[src/rtl/exp_pkg.sv]
// ---------------------------------------------------------------------------
// exp_pkg
// Shared helpers for the exponent-compare pipeline:
//   stage_count(lanes)   - number of pairwise-max levels needed to reduce
//                          'lanes' operands to one (ceil(log2(lanes)))
//   lane_lo(idx, width)  - low bit index of lane 'idx' in a packed vector
//                          of 'width'-bit lanes (use as vec[lane_lo(..) +: width])
// ---------------------------------------------------------------------------
package exp_pkg;

    // Number of binary-tree levels needed to reduce 'lanes' inputs to one.
    function automatic int stage_count(input int lanes);
        int levels;
        levels = 0;
        while ((1 << levels) < lanes) begin
            levels = levels + 1;
        end
        return levels;
    endfunction

    // Low bit position of a lane inside a packed multi-lane vector.
    function automatic int lane_lo(input int idx, input int width);
        return idx * width;
    endfunction

endpackage

[src/rtl/exp_max_stage.sv]
// ---------------------------------------------------------------------------
// exp_max_stage
// One registered level of the max tree: reduces N_IN candidate maxima to
// N_IN/2 by pairwise compare, and carries the untouched raw lane exponents
// and a valid bit so the final subtract sees data from the same beat.
//
// Parameters: WIDTH (exponent bits), N_IN (candidates in), LANES (raw lanes)
// Ports:
//   clk, rst_n  - clock, synchronous active-low reset
//   en          - advance enable (low while the pipeline is stalled)
//   in_valid    - valid bit of the incoming level
//   in_max      - N_IN packed candidates
//   in_raw      - LANES packed raw exponents of the beat
//   out_valid   - registered valid bit
//   out_max     - N_IN/2 packed registered maxima
//   out_raw     - registered copy of in_raw
// ---------------------------------------------------------------------------
module exp_max_stage
    import exp_pkg::*;
#(
    parameter int WIDTH = 11,
    parameter int N_IN  = 16,
    parameter int LANES = 16
) (
    input  logic                         clk,
    input  logic                         rst_n,
    input  logic                         en,
    input  logic                         in_valid,
    input  logic [N_IN*WIDTH-1:0]        in_max,
    input  logic [LANES*WIDTH-1:0]       in_raw,
    output logic                         out_valid,
    output logic [(N_IN/2)*WIDTH-1:0]    out_max,
    output logic [LANES*WIDTH-1:0]       out_raw
);

    localparam int N_OUT = N_IN / 2;

    logic [N_OUT*WIDTH-1:0] max_next;
    logic [WIDTH-1:0]       left;
    logic [WIDTH-1:0]       right;

    // Pairwise max; on a tie the left (lower-index) operand wins, which only
    // matters for which lane's value is forwarded, not for the value itself.
    always_comb begin
        max_next = '0;
        left     = '0;
        right    = '0;
        for (int i = 0; i < N_OUT; i++) begin
            left  = in_max[lane_lo(2*i, WIDTH) +: WIDTH];
            right = in_max[lane_lo(2*i+1, WIDTH) +: WIDTH];
            max_next[lane_lo(i, WIDTH) +: WIDTH] = (right > left) ? right : left;
        end
    end

    // Level register: everything moves together only when the pipe advances,
    // so a stall freezes valid, maxima and raw exponents as one beat.
    always_ff @(posedge clk) begin
        if (!rst_n) begin
            out_valid <= 1'b0;
            out_max   <= '0;
            out_raw   <= '0;
        end else if (en) begin
            out_valid <= in_valid;
            out_max   <= max_next;
            out_raw   <= in_raw;
        end
    end

endmodule

[src/rtl/exp_compare_pipe.sv]
// ---------------------------------------------------------------------------
// exp_compare_pipe
// Pipelined block-exponent compare: finds the unsigned maximum exponent over
// LANES lanes and each lane's shift distance (max - exp_i). A balanced tree of
// log2(LANES) registered max levels is followed by one registered subtract
// level, giving a latency of log2(LANES)+1 cycles at one beat per cycle.
//
// Parameters: WIDTH (exponent bits), LANES (power of two, 2..64),
//             SHIFT_W (shift output bits, 1..WIDTH)
// Ports:
//   clk, rst_n   - clock, synchronous active-low reset
//   in_valid     - input beat presented
//   in_ready     - beat accepted this cycle (low only while stalled)
//   in_exp       - LANES packed unsigned exponents, lane i at [i*WIDTH +: WIDTH]
//   out_valid    - result presented
//   out_ready    - downstream accepts the result
//   out_exp_max  - maximum exponent of the beat
//   out_shift    - LANES packed shifts, lane i at [i*SHIFT_W +: SHIFT_W]
//
// Build option: EXP_COMPARE_PIPE_SAT_EN - when defined, a shift larger than
// 2^SHIFT_W-1 saturates to all ones; otherwise its low SHIFT_W bits are kept.
// ---------------------------------------------------------------------------
module exp_compare_pipe
    import exp_pkg::*;
#(
    parameter int WIDTH   = 11,
    parameter int LANES   = 16,
    parameter int SHIFT_W = 11
) (
    input  logic                       clk,
    input  logic                       rst_n,
    input  logic                       in_valid,
    output logic                       in_ready,
    input  logic [LANES*WIDTH-1:0]     in_exp,
    output logic                       out_valid,
    input  logic                       out_ready,
    output logic [WIDTH-1:0]           out_exp_max,
    output logic [LANES*SHIFT_W-1:0]   out_shift
);

    localparam int L = stage_count(LANES);
    localparam logic [WIDTH:0] SHIFT_MAX = (WIDTH+1)'((1 << SHIFT_W) - 1);

    logic                     stall;
    logic                     tree_valid;
    logic [WIDTH-1:0]         tree_max;
    logic [LANES*WIDTH-1:0]   tree_raw;
    logic [LANES*SHIFT_W-1:0] shift_next;
    logic [WIDTH-1:0]         diff;

    // A held result blocks the whole pipe; reset forces ready high so the
    // upstream never sees backpressure from state that is being cleared.
    assign stall    = out_valid & ~out_ready;
    assign in_ready = ~stall | ~rst_n;

    // Max tree: level k reduces LANES>>k candidates to half as many, each
    // level picking up the previous level's registers.
    for (genvar k = 0; k < L; k++) begin : g_lvl
        localparam int N_IN = LANES >> k;

        logic                         valid_in;
        logic [N_IN*WIDTH-1:0]        max_in;
        logic [LANES*WIDTH-1:0]       raw_in;
        logic                         valid_q;
        logic [(N_IN/2)*WIDTH-1:0]    max_q;
        logic [LANES*WIDTH-1:0]       raw_q;

        if (k == 0) begin : g_first
            assign valid_in = in_valid;
            assign max_in   = in_exp;
            assign raw_in   = in_exp;
        end else begin : g_next
            assign valid_in = g_lvl[k-1].valid_q;
            assign max_in   = g_lvl[k-1].max_q;
            assign raw_in   = g_lvl[k-1].raw_q;
        end

        exp_max_stage #(
            .WIDTH (WIDTH),
            .N_IN  (N_IN),
            .LANES (LANES)
        ) u_stage (
            .clk       (clk),
            .rst_n     (rst_n),
            .en        (~stall),
            .in_valid  (valid_in),
            .in_max    (max_in),
            .in_raw    (raw_in),
            .out_valid (valid_q),
            .out_max   (max_q),
            .out_raw   (raw_q)
        );
    end

    assign tree_valid = g_lvl[L-1].valid_q;
    assign tree_max   = g_lvl[L-1].max_q;
    assign tree_raw   = g_lvl[L-1].raw_q;

    // Per-lane shift distance. The difference is never negative because the
    // maximum was taken over these very lanes; only the narrowing differs
    // between the saturating and truncating builds.
    always_comb begin
        shift_next = '0;
        diff       = '0;
        for (int i = 0; i < LANES; i++) begin
            diff = tree_max - tree_raw[lane_lo(i, WIDTH) +: WIDTH];
`ifdef EXP_COMPARE_PIPE_SAT_EN
            if ({1'b0, diff} > SHIFT_MAX) begin
                shift_next[lane_lo(i, SHIFT_W) +: SHIFT_W] = {SHIFT_W{1'b1}};
            end else begin
                shift_next[lane_lo(i, SHIFT_W) +: SHIFT_W] = diff[SHIFT_W-1:0];
            end
`else
            shift_next[lane_lo(i, SHIFT_W) +: SHIFT_W] = diff[SHIFT_W-1:0];
`endif
        end
    end

    // Output register: holds the presented result until it is consumed.
    always_ff @(posedge clk) begin
        if (!rst_n) begin
            out_valid   <= 1'b0;
            out_exp_max <= '0;
            out_shift   <= '0;
        end else if (!stall) begin
            out_valid   <= tree_valid;
            out_exp_max <= tree_max;
            out_shift   <= shift_next;
        end
    end

endmodule

[config.mk]
export PLATFORM = sky130hd
export DESIGN_NAME = exp_compare_pipe
export DESIGN_NICKNAME = d
export VERILOG_FILES = /design/src/rtl/exp_pkg.sv /design/src/rtl/exp_max_stage.sv /design/src/rtl/exp_compare_pipe.sv
export SDC_FILE = /design/constraint.sdc
export NUM_CORES = 2
export LEC_CHECK = 0
export ABC_CLOCK_PERIOD_IN_PS = 4900
export BUFFER_PORTS_ARGS = -buffer_cell sky130_fd_sc_hd__buf_2
export CAP_MARGIN = 10
export CORE_MARGIN = 2
export CORE_UTILIZATION = 65
export CTS_BUF_LIST = sky130_fd_sc_hd__clkbuf_16
export DETAILED_ROUTE_END_ITERATION = 6
export PLACE_DENSITY_LB_ADDON = 0.25
export RECOVER_POWER = 100
export SLEW_MARGIN = 20
export SYNTH_ARGS = -nofsm -noshare
export SYNTH_HDL_FRONTEND = slang
export SYNTH_SLANG_ARGS = --single-unit
[constraint.sdc]
create_clock -name clk -period 4.9 [get_ports clk]
set_clock_uncertainty 0.15 [all_clocks]
set_input_delay 0.98 -clock clk [delete_from_list [all_inputs] [get_ports clk]]
set_output_delay 0.98 -clock clk [all_outputs]
set_load 0.005 [all_outputs]
==> metrics.md <==
| Metric | Value |
|---|---|
| Synth warnings | `0` |
| Worst hold slack | `approximately 300 ps` |
| Post-synth EDFFs | `0` |
| Syn Inst Count | `6290` |
| CP arrival | `approximately 4400 ps` |
| Global-route wire length before repair | `roughly 210 mm` |
| Final core utilization | `0.718` |
| CTS Buf Count | `~100` |
| Least-Margin Pin Slew | `roughly 2500 ps` |
| Max-slew violation count | `about 930` |
| Net Switching | `8.76 mW` |
| Final hold vios | `0` |
| Number of max-cap violations | `8` |
| Initial drt markers | `just over 4000` |
| CTS tree | `built` |
| #FFs+latches synth | `~1100` |
| Syn avg cell area | `approximately 8.2 um2` |
| CTS root buffer | `clkbuf_16` |
| Slowest stage cell on the critical path | `clkbuf_1` |
| Clock network power share | `0.302` |
| Hold_buf cts | `0` |
| Initial core utilization | `0.653` |
| Via count | `roughly 44000` |
| Crit path cell chain | `inv_1, clkbuf_1, ha_1, inv_1, fa_1, a211oi_1, o21bai_1, a21oi_1, a21oi_1, xnor2_1, a21oi_1` |
| WL final | `around 140 mm` |
| Row count | `~100` |
| VDD IR max | `0.279 mV` |
| Sw frac | `0.334` |
| Antenna-violating nets left | `0` |
| Worst min path class | `reg2reg` |
| Worst-path fanout max | `10` |
| DR DRC count | `0` |
| Area grow syn2layout | `9.83%` |
| TritonRoute pass-1 iters | `6` |
| Clk_lat worst skew | `roughly 670 ps` |
| RSZ-0062 raised after global routing | `false` |
| # resized after CTS | `0` |
| Combinational power share | `0.288` |
| Initial antenna violation count | `2` |
| Max stage delay on crit path | `970 ps` |
| WS Path Type | `reg2reg` |
| Top cells by area, synth | `dfxtp_1, nand2_1, a21boi_0, ha_1, o21ai_0` |
| Design area | `56400 um2` |
| Drt wl/cell | `around 18 um` |
| Largest net degree at the start of global routing | `about 260` |
| LEAKAGE | `approximately 23 nW` |
| Die width | `between 200 and 300 um` |
| Synth Flop Type | `dfxtp_1` |
| Final setup viols | `0` |
| Fmax | `0.243 GHz` |
| Flop pwr share | `0.411` |
| Critical path buffer and inverter count | `3` |
| CTS sink count | `1061` |
| Failing checks | `capacitance limit, slew limit` |
| Biggest area consumer among synthesized cells | `dfxtp_1` |
| IO Port Bufs | `around 370` |
| Setup crit end kind | `register` |
| Share of cells above drive strength 1 | `0.0740` |
| Post-CTS setup buffer count | `0` |
| Total track usage | `0.323` |
| Netlist cell types | `53` |
| Dpl cells | `between 7000 and 8000` |
| Htree depth | `3` |
| Period minus WS final | `4110 ps` |
| Pwr Density | `roughly 460 nW/um2` |
| Die H | `~290 um` |
| CTS Buffer Depth | `3` |
| Number of fill cells | `between 6000 and 7000` |
| Status | `complete, but fails checks` |
| Register Area | `roughly 21000 um2` |
| Share of flip-flops with an asynchronous set or reset | `0` |
| Reg clk slew, reported paths | `~60 ps` |
| Share of the synthesized area in the top cell type | `0.414` |
| Final nets | `around 6900` |
| Vias in the first global route | `40200` |
| Worst path required time | `around 5200 ps` |
| Finished Layout Cells | `roughly 7500` |
| Top-level port count | `between 300 and 400` |
| P_int | `about 17 mW` |
| Period utilisation layout | `0.838` |
| Synthesized cell area | `slightly above 50000 um2` |
| Placed Area | `about 53000 um2` |
| DPL Wire Length | `around 90 mm` |
| CP top delay family | `buffers and inverters` |
| CP dominant cell by count | `a21oi_1` |
| Post-synthesis sequential area ratio | `0.414` |
| Critical Path Source Type | `register` |
| Setup TNS after final layout | `0 ps` |
| Die area | `roughly 81000 um2` |
| Total gr overflow | `0` |
| Core area | `about 79000 um2` |
| Post-Syn Nets | `6811` |
| Worst relative slew slack | `-0.665` |
| GPL Wtd Cong | `0.917` |
| Multi-input gate area | `approximately 27000 um2` |
| Via density | `~6` |
cells in the final DEF (no fill, tap or decap), types with 23 or more instances in the layout:
| master | netlist | layout |
|---|---|---|
| and3_1 | 29 | 29 |
| nand3_1 | 102 | 102 |
| clkinv_1 | 0 | 30 |
| a311oi_1 | 54 | 54 |
| buf_2 | 98 | 254 |
| nor4_1 | 50 | 50 |
| dfxtp_1 | 1061 | 1053 |
| clkbuf_16 | 0 | 107 |
| inv_1 | 368 | 384 |
| a21oi_1 | 177 | 177 |
| ha_1 | 325 | 325 |
| a21o_1 | 57 | 57 |
| mux2i_1 | 26 | 26 |
| o21bai_1 | 28 | 28 |
| a21boi_0 | 762 | 762 |
| xnor2_1 | 71 | 71 |
| nor3_1 | 141 | 141 |
| clkbuf_1 | 290 | 118 |
| a211oi_1 | 153 | 153 |
| nor2_1 | 184 | 184 |
| o21a_1 | 24 | 24 |
| nand4_1 | 25 | 25 |
| o21ai_0 | 312 | 315 |
| o211ai_1 | 37 | 37 |
| nand2_1 | 1598 | 1597 |
| o211a_1 | 37 | 37 |
| xor2_1 | 27 | 27 |
| or2_2 | 25 | 23 |
Yosys cell counts (25+ instances only):
cell / count
nand2_1: 1598
buf_2: 98
nor2_1: 184
and2_1: 25
a21boi_0: 762
a211oi_1: 153
o21ai_0: 312
inv_1: 368
xor2_1: 27
nor3_1: 141
o21bai_1: 28
a311oi_1: 54
or2_2: 25
ha_1: 325
and3_1: 29
o211a_1: 37
nor4_1: 50
o211ai_1: 37
nand3_1: 102
dfxtp_1: 1061
clkbuf_1: 290
nand4_1: 25
a21oi_1: 177
mux2i_1: 26
xnor2_1: 71
a21o_1: 57
stage by stage:
step	setup slack [ps]	total power, mW
finish	792	26.2
global route	697	27.5
CTS	1570	26.2
detailed placement	1350	18.4
global placement	1470	18.1
floorplan	1760	15.8
layout make-up:
type | instances | share of cell area
inverters | 368 | 0.0245
flip-flops and latches | 1061 | 0.377
repair buffers | 405 | 0.0366
diodes | 1 | 0.0000444
multi-input cells | 4451 | 0.480
well taps | 1050 | 0.0233
clock buffers | 107 | 0.0475
clock inverters | 80 | 0.0116
path summary, 6_finish.rpt:
kind	startpoint	to	slack (ps)	depth (start not counted)
hold reg to reg	g_lvl[1].u_stage.out_raw[149]	g_lvl[2].u_stage.out_raw[149]	300	2
setup reg to reg	g_lvl[3].u_stage.out_max[0]	out_shift[142]	790	11
setup / recovery	g_lvl[3].u_stage.out_max[0]	out_shift[142]	790	11
hold / removal	g_lvl[1].u_stage.out_raw[149]	g_lvl[2].u_stage.out_raw[149]	300	2
state kept, by name, summed over array words and instances (netlist names):
register / count
out_valid: 1
g_lvl.u_stage.out_max: 165
g_lvl.u_stage.out_valid: 4
out_exp_max: 11
out_shift: 176
g_lvl.u_stage.out_raw: 704
layer usage:
| layer | global-route usage | part of all wire | wire, um | vias to the layer above |
|---|---|---|---|---|
| met1 | 0.451 | 0.44 | 60500 | 20500 |
| met3 | 0.0504 | 0.071 | 9610 | 349 |
| met5 | 0 | 0 | 0 | - |
| li1 | - | - | - | 21700 |
| met4 | 0.139 | 0.047 | 6350 | 0 |
| met2 | 0.497 | 0.44 | 59500 | 1377 |
worst register-to-register path, stage by stage, from the launching register on:
cell      delay (ps)
dfxtp_1          330
inv_1            400
clkbuf_1         970
ha_1             360
inv_1             70
fa_1             430
a211oi_1         350
o21bai_1         120
a21oi_1          300
a21oi_1          140
xnor2_1          190
a21oi_1           90
power groups by stage:
stage | sequential [mW] | combinational (mW) | clock (mW)
final | 10.8 | 7.54 | 7.90
after global routing | 10.8 | 8.36 | 8.36
after CTS | 10.7 | 7.55 | 7.98
after detailed placement | 10.9 | 7.47 | 0
after global placement | 10.9 | 7.27 | 0
after floorplan | 10.4 | 5.37 | 0
kinds of logic (layout without fill, tap and decap cells):
group	count (synthesis)	after routing	share of synthesized area
compound gates	1747	1747	0.239
xor+xnor	98	98	0.0167
fa+ha+maj	341	341	0.0854
buf+inv	778	960	0.0595
flops	1061	1061	0.414
mux	26	26	0.00507
other cells	0	1	0
simple gates	2239	2239	0.181
Note: power is estimated with default switching activity, not from simulation.
